**src/rtl/pvt_pkg.sv**
```systemverilog
// pvt_pkg: shared state encoding, read-address map and helpers for the PVT sequencer.
package pvt_pkg;
  typedef enum logic [2:0] {IDLE, SETTLE, GATE, CLKQ, SKEW, DONE} seq_state_t;
  localparam logic [1:0] RD_FCNT_LO = 2'd0;
  localparam logic [1:0] RD_FCNT_HI = 2'd1;
  localparam logic [1:0] RD_CLKQ    = 2'd2;
  localparam logic [1:0] RD_SKEW    = 2'd3;
  function automatic int max3(input int a, input int b, input int c);
    int m;
    m = (a > b) ? a : b;
    return (m > c) ? m : c;
  endfunction
endpackage

```
**src/rtl/pvt_edge_counter.sv**
```systemverilog
// pvt_edge_counter: synchronizes the async ring-osc output and counts its rising edges, saturating.
module pvt_edge_counter #(
  parameter int FCNT_W = 16
) (
  input  logic              clk,
  input  logic              rst,
  input  logic              osc_div,
  input  logic              ena,
  input  logic              clr,
  output logic [FCNT_W-1:0] cnt
);
  logic [2:0]        sync_q;
  logic [FCNT_W-1:0] cnt_q, cnt_d;
  logic              rise;
  assign rise = sync_q[1] & ~sync_q[2];
  assign cnt  = cnt_q;
  always_comb cnt_d = clr ? '0 : (ena && rise && !(&cnt_q)) ? cnt_q + 1'b1 : cnt_q;
  always_ff @(posedge clk) begin
    if (rst) begin
      sync_q <= '0;
      cnt_q  <= '0;
    end else begin
      sync_q <= {sync_q[1:0], osc_div};
      cnt_q  <= cnt_d;
    end
  end
endmodule

```
**src/rtl/pvt_measure_sequencer.sv**
```systemverilog
// pvt_measure_sequencer: runs ring-osc frequency, clk-to-q and skew captures per sweep
// and publishes them atomically in a registered read bank.
module pvt_measure_sequencer
  import pvt_pkg::*;
#(
  parameter int SETTLE_CYCLES = 64,
  parameter int GATE_CYCLES   = 1024,
  parameter int MEAS_WAIT     = 16,
  parameter int FCNT_W        = 16
) (
  input  logic       clk,
  input  logic       rst,
  input  logic       start,
  input  logic       continuous,
  input  logic       osc_div,
  input  logic [7:0] measured_cnt,
  input  logic [6:0] skew_code,
  input  logic [1:0] rd_addr,
  input  logic       ack,
  output logic       ring_ena,
  output logic       meas_start,
  output logic       busy,
  output logic       result_valid,
  output logic [7:0] rd_data
);
  localparam int TW = $clog2(max3(SETTLE_CYCLES, GATE_CYCLES, MEAS_WAIT) + 1);
  seq_state_t        state_q, state_d;
  logic [TW-1:0]     tmr_q, tmr_d;
  logic              start_q, start_rise, load;
  logic [7:0]        clkq_q, clkq_d, bank_clkq_q, rd_q, rd_d;
  logic [6:0]        skew_q, skew_d, bank_skew_q;
  logic [FCNT_W-1:0] fcnt, bank_fcnt_q;
  logic [15:0]       fcnt16;
  logic              rv_q, rv_d;
  assign start_rise   = start & ~start_q;
  assign load         = state_q == DONE;
  assign ring_ena     = state_q == SETTLE || state_q == GATE;
  assign meas_start   = state_q == CLKQ && tmr_q == '0;
  assign busy         = state_q != IDLE;
  assign result_valid = rv_q;
  assign rd_data      = rd_q;
  assign fcnt16       = 16'(bank_fcnt_q);
  pvt_edge_counter #(.FCNT_W(FCNT_W)) u_cnt (
    .clk     (clk),
    .rst     (rst),
    .osc_div (osc_div),
    .ena     (state_q == GATE),
    .clr     (state_q == SETTLE),
    .cnt     (fcnt)
  );
  always_comb begin
    state_d = state_q;
    tmr_d   = tmr_q + 1'b1;
    clkq_d  = clkq_q;
    skew_d  = skew_q;
    case (state_q)
      IDLE: begin
        tmr_d = '0;
        if (start_rise) state_d = SETTLE;
      end
      SETTLE: if (tmr_q == TW'(SETTLE_CYCLES - 1)) begin
        state_d = GATE;
        tmr_d   = '0;
      end
      GATE: if (tmr_q == TW'(GATE_CYCLES - 1)) begin
        state_d = CLKQ;
        tmr_d   = '0;
      end
      CLKQ: if (tmr_q == TW'(MEAS_WAIT - 1)) begin
        clkq_d  = measured_cnt;
        state_d = SKEW;
        tmr_d   = '0;
      end
      SKEW: if (tmr_q == TW'(1)) begin
        skew_d  = skew_code;
        state_d = DONE;
        tmr_d   = '0;
      end
      DONE: begin
        state_d = continuous ? SETTLE : IDLE;
        tmr_d   = '0;
      end
      default: begin
        state_d = IDLE;
        tmr_d   = '0;
      end
    endcase
  end
  // A DONE load outranks a coincident ack so a fresh result is never lost.
  always_comb rv_d = load ? 1'b1 : (ack || (state_q == IDLE && start_rise)) ? 1'b0 : rv_q;
  always_comb rd_d = rd_addr == RD_FCNT_LO ? fcnt16[7:0] :
                     rd_addr == RD_FCNT_HI ? fcnt16[15:8] :
                     rd_addr == RD_CLKQ    ? bank_clkq_q : {1'b0, bank_skew_q};
  always_ff @(posedge clk) begin
    if (rst) begin
      state_q     <= IDLE;
      tmr_q       <= '0;
      start_q     <= 1'b1;
      clkq_q      <= '0;
      skew_q      <= '0;
      bank_fcnt_q <= '0;
      bank_clkq_q <= '0;
      bank_skew_q <= '0;
      rv_q        <= 1'b0;
      rd_q        <= '0;
    end else begin
      state_q     <= state_d;
      tmr_q       <= tmr_d;
      start_q     <= start;
      clkq_q      <= clkq_d;
      skew_q      <= skew_d;
      bank_fcnt_q <= load ? fcnt : bank_fcnt_q;
      bank_clkq_q <= load ? clkq_q : bank_clkq_q;
      bank_skew_q <= load ? skew_q : bank_skew_q;
      rv_q        <= rv_d;
      rd_q        <= rd_d;
    end
  end
endmodule

```
**config.mk**
```make
export PLATFORM = sky130hd
export DESIGN_NAME = pvt_measure_sequencer
export DESIGN_NICKNAME = d
export VERILOG_FILES = /design/src/rtl/pvt_pkg.sv /design/src/rtl/pvt_edge_counter.sv /design/src/rtl/pvt_measure_sequencer.sv
export SDC_FILE = /design/constraint.sdc
export NUM_CORES = 1
export LEC_CHECK = 0
export ABC_CLOCK_PERIOD_IN_PS = 2600
export CAP_MARGIN = 10
export CORE_MARGIN = 2
export CORE_UTILIZATION = 56
export CTS_BUF_LIST = sky130_fd_sc_hd__clkbuf_8 sky130_fd_sc_hd__clkbuf_16
export CTS_CLUSTER_DIAMETER = 120
export CTS_CLUSTER_SIZE = 20
export DETAILED_ROUTE_END_ITERATION = 8
export PLACE_DENSITY = 0.79
export SYNTH_ARGS = -nofsm -noshare
export SYNTH_HDL_FRONTEND = slang
export SYNTH_SLANG_ARGS = --single-unit
```
**constraint.sdc**
```tcl
create_clock -name clk -period 2.6 [get_ports clk]
set_clock_uncertainty 0.1 [all_clocks]
set_input_delay 0.52 -clock clk [delete_from_list [all_inputs] [get_ports clk]]
set_output_delay 0.52 -clock clk [all_outputs]
set_load 0.05 [all_outputs]
```
Yosys cells after proc, flatten, opt, wreduce, memory -nomap -nowiden
Index checks and enable logic that the tools add are counted.
{"block": "word_totals", "regBits": 89, "inputBits": 23, "output_inout_bits": 12, "word_cells": 68}
{"block": "classes", "addsub": 2, "eq_ne": 16, "mux": 17, "n_bitwise": 4, "reduce_logical": 17}
{"operator": "$mux W11", "count": 4}
{"operator": "$pmux W11 S4", "count": 1}
{"operator": "$mux W8", "count": 3}
{"operator": "$pmux W3 S6", "count": 1}
{"operator": "$add A16 B1 Y16 const B", "count": 1}
{"operator": "$reduce_and A16 Y1", "count": 1}
{"operator": "$mux W3", "count": 5}
{"operator": "$add A11 B1 Y11 const B", "count": 1}
{"operator": "$eq A11 B1 Y1 const B", "count": 1}
{"operator": "$eq A11 B10 Y1 const B", "count": 1}
{"operator": "$eq A11 B4 Y1 const B", "count": 1}
{"operator": "$eq A11 B6 Y1 const B", "count": 1}
{"operator": "$logic_not A11 Y1", "count": 1}
{"operator": "$ne A2 B2 Y1 const B", "count": 4}
{"operator": "$eq A3 B2 Y1 const B", "count": 2}
{"operator": "$eq A3 B3 Y1 const B", "count": 2}
{"operator": "$reduce_and A5 Y1", "count": 1}
{"operator": "$logic_and A1 B1 Y1", "count": 4}
{"operator": "$reduce_and A2 Y1", "count": 2}
{"operator": "$eq A3 B1 Y1 const B", "count": 1}
{"operator": "$logic_not A3 Y1", "count": 1}
{"operator": "$mux W1", "count": 3}
{"operator": "$reduce_bool A3 Y1", "count": 1}
{"operator": "$and A1 B1 Y1", "count": 2}
{"operator": "9 further kinds", "count": 11}

Depth between registers and ports, before layout
{"block": "depth", "ltp_word": 6, "ltp_mapped": 7, "depth_no_buf": 6}

Modules after synthesis
A second synthesis with hierarchy kept.
{"block": "unflattened", "hier_cells": 432, "area_unflattened_um2": 3905.0}
{"module": "pvt_measure_sequencer", "instances": 1, "cells_per_inst": 327, "area_per_inst_um2": 2957.8, "seq_area_each_um2": 1401.3}
{"module": "pvt_edge_counter", "instances": 1, "cells_per_inst": 105, "area_per_inst_um2": 947.2, "seq_area_each_um2": 380.4}

Worst setup path after synthesis
No wires, ideal clock.
{"block": "synth_path", "path_kind": "flip-flop to output port", "start": "register tmr_q[4]", "end": "output meas_start", "arrival_ns": 2.018, "required_time_ns": 1.980, "slack_ns": -0.038, "stages_incl_launch_ff": 5, "n_path_buf": 1, "path_cell_list": "dfxtp_1 > clkbuf_1 > nor4_1 > nand2_1 > nor3_1"}
{"block": "synth_between", "elab_chain_len": 2}
{"item": "from (decl)", "line": "pvt_measure_sequencer.sv:28", "source": "logic [TW-1:0] tmr_q, tmr_d;"}
{"item": "from (signal assigned)", "line": "pvt_measure_sequencer.sv:108", "source": "tmr_q <= tmr_d;"}
{"item": "$logic_not A11 Y1", "line": "pvt_measure_sequencer.sv:38", "source": "assign meas_start = state_q == CLKQ && tmr_q == '0;"}
{"item": "$logic_and A1 B1 Y1", "line": "pvt_measure_sequencer.sv:38"}
{"item": "to (decl)", "line": "pvt_measure_sequencer.sv:21", "source": "output logic meas_start,"}
No other way between the ends.

Final worst setup path
{"block": "layout_path", "start": "register tmr_q[8]", "end": "output meas_start"}
The elaborated chain is that of the path after synthesis.

==> impl_metrics.xml <==
<?xml version="1.0" encoding="UTF-8"?>
<metrics>
  <group name="run_status">
    <metric name="run_status" unit="">finished clean</metric>
  </group>
  <group name="route">
    <metric name="wl_per_cell" unit="microns">15.3</metric>
    <metric name="drt-pass1-iter-count" unit="">4</metric>
    <metric name="antenna_violating_nets_post_route" unit="">0</metric>
    <metric name="detail_route.wirelength" unit="microns">8540</metric>
    <metric name="detailroute.via_count" unit="">3284</metric>
    <metric name="drc" unit="">0</metric>
    <metric name="viasPerCell" unit="">5.89</metric>
    <metric name="drt_iter0_markers" unit="">181</metric>
  </group>
  <group name="worst_setup_path">
    <metric name="cp.depth" unit="">4</metric>
    <metric name="crit_arrival" unit="ns">1.81</metric>
    <metric name="reg2reg_slack" unit="ns">0.28</metric>
    <metric name="cpPeakStageDelay" unit="ns">0.47</metric>
    <metric name="timing_worst_setup_path_type" unit="">flop to output pin</metric>
    <metric name="worstReg2RegStart" unit="">state_q[1]$_SDFFE_PP0P_</metric>
    <metric name="crit_family" unit="">simple AND/OR/NAND/NOR gates</metric>
    <metric name="critical_path.cell_chain" unit="">nor4_2, nand2_1, nor3_2, buf_12</metric>
    <metric name="worst-path-max-fanout" unit="">5</metric>
    <metric name="worst_setup_path_startpoint" unit="">tmr_q[8]$_SDFF_PP0_</metric>
    <metric name="critPathCaptureType" unit="">output pin</metric>
    <metric name="timing.reg2reg.worst_path_depth" unit="">4</metric>
    <metric name="slowest_stage" unit="">sky130_fd_sc_hd__nor4_2</metric>
    <metric name="cp_data_required_time" unit="ns">1.98</metric>
    <metric name="worst-path-buf-inv" unit="">1</metric>
    <metric name="endpoint_of_the_worst_register_to_register_path" unit="">u_cnt.cnt[13]$_SDFFE_PP0P_</metric>
    <metric name="cp_launch_type" unit="">flop</metric>
  </group>
  <group name="power">
    <metric name="vdd_drop_max" unit="mV">0.442</metric>
    <metric name="combinationalPowerShare" unit="">0.195</metric>
    <metric name="sequentialPowerShare" unit="">0.492</metric>
    <metric name="sw_frac_of_total" unit="">0.318</metric>
    <metric name="static-leakage-power" unit="nW">1.58</metric>
    <metric name="final_total_pwr" unit="mW">2.87</metric>
    <metric name="power-per-cell-area" unit="nW/um^2">639</metric>
    <metric name="power_switching" unit="mW">0.912</metric>
    <metric name="p_clk_frac" unit="">0.313</metric>
    <metric name="power.internal" unit="mW">1.96</metric>
  </group>
  <group name="cells_and_area">
    <metric name="fillCellCount" unit="">558</metric>
    <metric name="drive_above_1_share" unit="">0.0921</metric>
    <metric name="layout_stage_area_growth_over_the_synthesis_result" unit="%">16.1</metric>
    <metric name="num-nets-final" unit="">500</metric>
    <metric name="seqCellArea" unit="sq um">1780</metric>
    <metric name="n_antenna_cell" unit="">0</metric>
    <metric name="multi_input_comb_area" unit="sq um">1950</metric>
  </group>
  <group name="floorplan">
    <metric name="core-area" unit="sq um">6760</metric>
    <metric name="design.die.area" unit="sq um">7590</metric>
    <metric name="standard_cell_row_count" unit="">30</metric>
    <metric name="die_w" unit="microns">87.1</metric>
    <metric name="die_height" unit="microns">87.1</metric>
    <metric name="floorplan.initialDensity" unit="">0.573</metric>
    <metric name="boundary_pin_count" unit="">35</metric>
  </group>
  <group name="logic_synthesis">
    <metric name="post_synth_instance_area" unit="sq um">3870</metric>
    <metric name="synthDominantAreaCellType" unit="">sky130_fd_sc_hd__dfxtp_1</metric>
    <metric name="yosys-top-cells-area" unit="">sky130_fd_sc_hd__dfxtp_1, sky130_fd_sc_hd__nand2_1, sky130_fd_sc_hd__a21oi_1, sky130_fd_sc_hd__mux2i_1, sky130_fd_sc_hd__mux4_2</metric>
    <metric name="ys.flop_type" unit="">sky130_fd_sc_hd__dfxtp_1</metric>
    <metric name="synth-edff-count" unit="">0</metric>
    <metric name="syn_nets" unit="">472</metric>
    <metric name="flop_and_latch_count_out_of_synthesis" unit="">89</metric>
    <metric name="number_of_distinct_library_cells_after_synthesis" unit="">44</metric>
    <metric name="sequential_element_share_of_the_synthesized_area" unit="">0.461</metric>
    <metric name="syn_area_per_cell" unit="sq um">8.69</metric>
    <metric name="yosys.area.top_type_share" unit="">0.461</metric>
    <metric name="yosys_warnings" unit="">0</metric>
    <metric name="synthMostInstantiatedCell" unit="">sky130_fd_sc_hd__dfxtp_1</metric>
    <metric name="synthCells" unit="">445</metric>
    <metric name="post_synth_most_frequent_cells" unit="">sky130_fd_sc_hd__dfxtp_1, sky130_fd_sc_hd__nand2_1, sky130_fd_sc_hd__a21oi_1</metric>
    <metric name="synth_async_sr_flop_share" unit="">0</metric>
  </group>
  <group name="sta">
    <metric name="slew_headroom" unit="">0.567</metric>
    <metric name="period_minus_slack" unit="ns">2.43</metric>
    <metric name="fin_tns_setup" unit="ns">0</metric>
    <metric name="timing.fmax" unit="GHz">0.412</metric>
    <metric name="fin_worst_hold_slack" unit="ns">0.358</metric>
    <metric name="timing.final.max_slew_violations" unit="">0</metric>
    <metric name="final_min_period_over_clock_period" unit="">0.934</metric>
    <metric name="grt_setup_unrepaired" unit="">false</metric>
    <metric name="setup_violations" unit="">0</metric>
    <metric name="timing.final.hold_violations" unit="">0</metric>
    <metric name="timing_worst_slew_pin_value" unit="ns">0.643</metric>
  </group>
  <group name="clock_network">
    <metric name="clock_path_buffers" unit="">2</metric>
    <metric name="tritoncts" unit="">built</metric>
    <metric name="clkSlewWorstSetupHoldPaths" unit="ns">0.10</metric>
    <metric name="clock_tree.root_cell" unit="">sky130_fd_sc_hd__clkbuf_8</metric>
    <metric name="cts.sinks" unit="">89</metric>
    <metric name="htree_num_levels" unit="">3</metric>
    <metric name="cts_inserted_buffers" unit="">9</metric>
    <metric name="insertion_delay" unit="ns">0.37</metric>
  </group>
  <group name="grt">
    <metric name="grt_start_max_net_pins" unit="">40</metric>
    <metric name="antenna_found_initial" unit="">0</metric>
    <metric name="grt.overflow.total" unit="">0</metric>
    <metric name="first_pass_grt_wire_length" unit="microns">14400</metric>
    <metric name="grt.total_usage" unit="">0.237</metric>
    <metric name="grt_pass1_vias" unit="">3121</metric>
  </group>
  <group name="placed_design">
    <metric name="gp_routability_congestion" unit="">0.879</metric>
    <metric name="numPortBuffers" unit="">34</metric>
    <metric name="post-dp-hpwl" unit="microns">6030</metric>
  </group>
  <group name="worst_hold_path">
    <metric name="worstHoldStart" unit="">bank_clkq_q[6]$_SDFFE_PP0N_</metric>
    <metric name="timing.hold.worst_path_depth" unit="">2</metric>
    <metric name="min_delay_worst_endpoint" unit="">bank_clkq_q[6]$_SDFFE_PP0N_</metric>
    <metric name="timing.hold.worst.class" unit="">flop to flop</metric>
  </group>
  <group name="run">
    <metric name="cap_viol_max_count" unit="">0</metric>
  </group>
</metrics>
metal layers:
layer,wire [microns],track usage,vias to the layer above,part of all wire
met5,0,0,-,0
met4,120,0.0755,0,0.014
met3,399,0.0588,11,0.047
met2,4360,0.405,75,0.51
met1,3660,0.295,1574,0.43
li1,-,-,1624,-
through the flow:
stage | setup slack, ns | std cells | util | area, sq um
floorplan | 0.373 | 445 | - | 3870
finish | 0.172 | 558 | 0.665 | 4490
CTS | 0.00211 | 558 | 0.664 | 4480
global route | 0.0841 | 558 | 0.665 | 4490
global placement | 0.376 | 542 | 0.637 | 4300
detailed placement | 0.305 | 542 | 0.637 | 4300
layout make-up:
type,instances,share of cell area
Inverter,9,0.00752
Multi-Input combinational cell,316,0.433
Tap cell,80,0.0223
Clock buffer,9,0.0276
Sequential cell,89,0.397
Clock inverter,7,0.0131
Timing Repair Buffer,48,0.0995
power groups by stage:
stage                     logic, mW  clock network, mW  registers (mW)
after floorplan               0.378                  0            1.43
after global placement        0.550                  0            1.44
after detailed placement      0.564                  0            1.44
after CTS                     0.556              0.913            1.41
after global routing          0.612              0.978            1.42
final                         0.559              0.898            1.41
cells in the final DEF, fill, tap and decap left out, drive strengths merged, types with 2 or more instances in the layout:
cell type and count:
a211oi 8, a21oi 48, a221oi 2, and2 2, and3 3, buf 17, clkbuf 9, clkdlybuf4s50 30
dfxtp 89, ha 4, inv 15, mux2i 19, mux4 7, nand2 81, nand2b 5, nand3 11
nand3b 3, nand4 8, nor2 25, nor2b 13, nor3 6, nor3b 3, nor4 8, o21a 2
o21ai 9, o31ai 8, or2 2, or3 5, or3b 2, or4 12, xnor2 7
how the worst max path moves through the flow:
stage,endpoint,slack [ns]
finish,meas_start,0.17
global route,meas_start,0.08
CTS,meas_start,0.002
detailed placement,u_cnt.cnt[9]$_SDFFE_PP0P_,0.31
global placement,u_cnt.cnt[11]$_SDFFE_PP0P_,0.38
floorplan,meas_start,0.37
worst min-delay path, cell delays in order, from the launching register on:
cell and delay [ns]:
sky130_fd_sc_hd__dfxtp_1 0.32, sky130_fd_sc_hd__nand2_1 0.05, sky130_fd_sc_hd__a21oi_1 0.05
state kept, by name (all words and copies together) (netlist names):
register and cells:
bank_clkq_q 8, bank_fcnt_q 16, bank_skew_q 7, clkq_q 8, rd_data 8, result_valid 1, skew_q 7, start_q 1
state_q 3, tmr_q 11, u_cnt.cnt 16, u_cnt.sync_q 3
cells by family (layout without fill, tap and decap cells):
logic type / Yosys count / in the layout / share of synthesized area
buf+inv: 40 / 73 / 0.0395
flops: 89 / 89 / 0.461
fa+ha+maj: 4 / 4 / 0.0129
xor+xnor: 8 / 8 / 0.0181
compound gates: 86 / 86 / 0.133
simple gates: 192 / 192 / 0.246
mux: 26 / 26 / 0.0899
timing repair:
action	in CTS	in global routing
gates resized for setup	1	1
hold buffers	0	0
buffers inserted	0	0
cloned	0	0
setup endpoints to repair	1	1
Note: power is estimated with default switching activity, not from simulation.
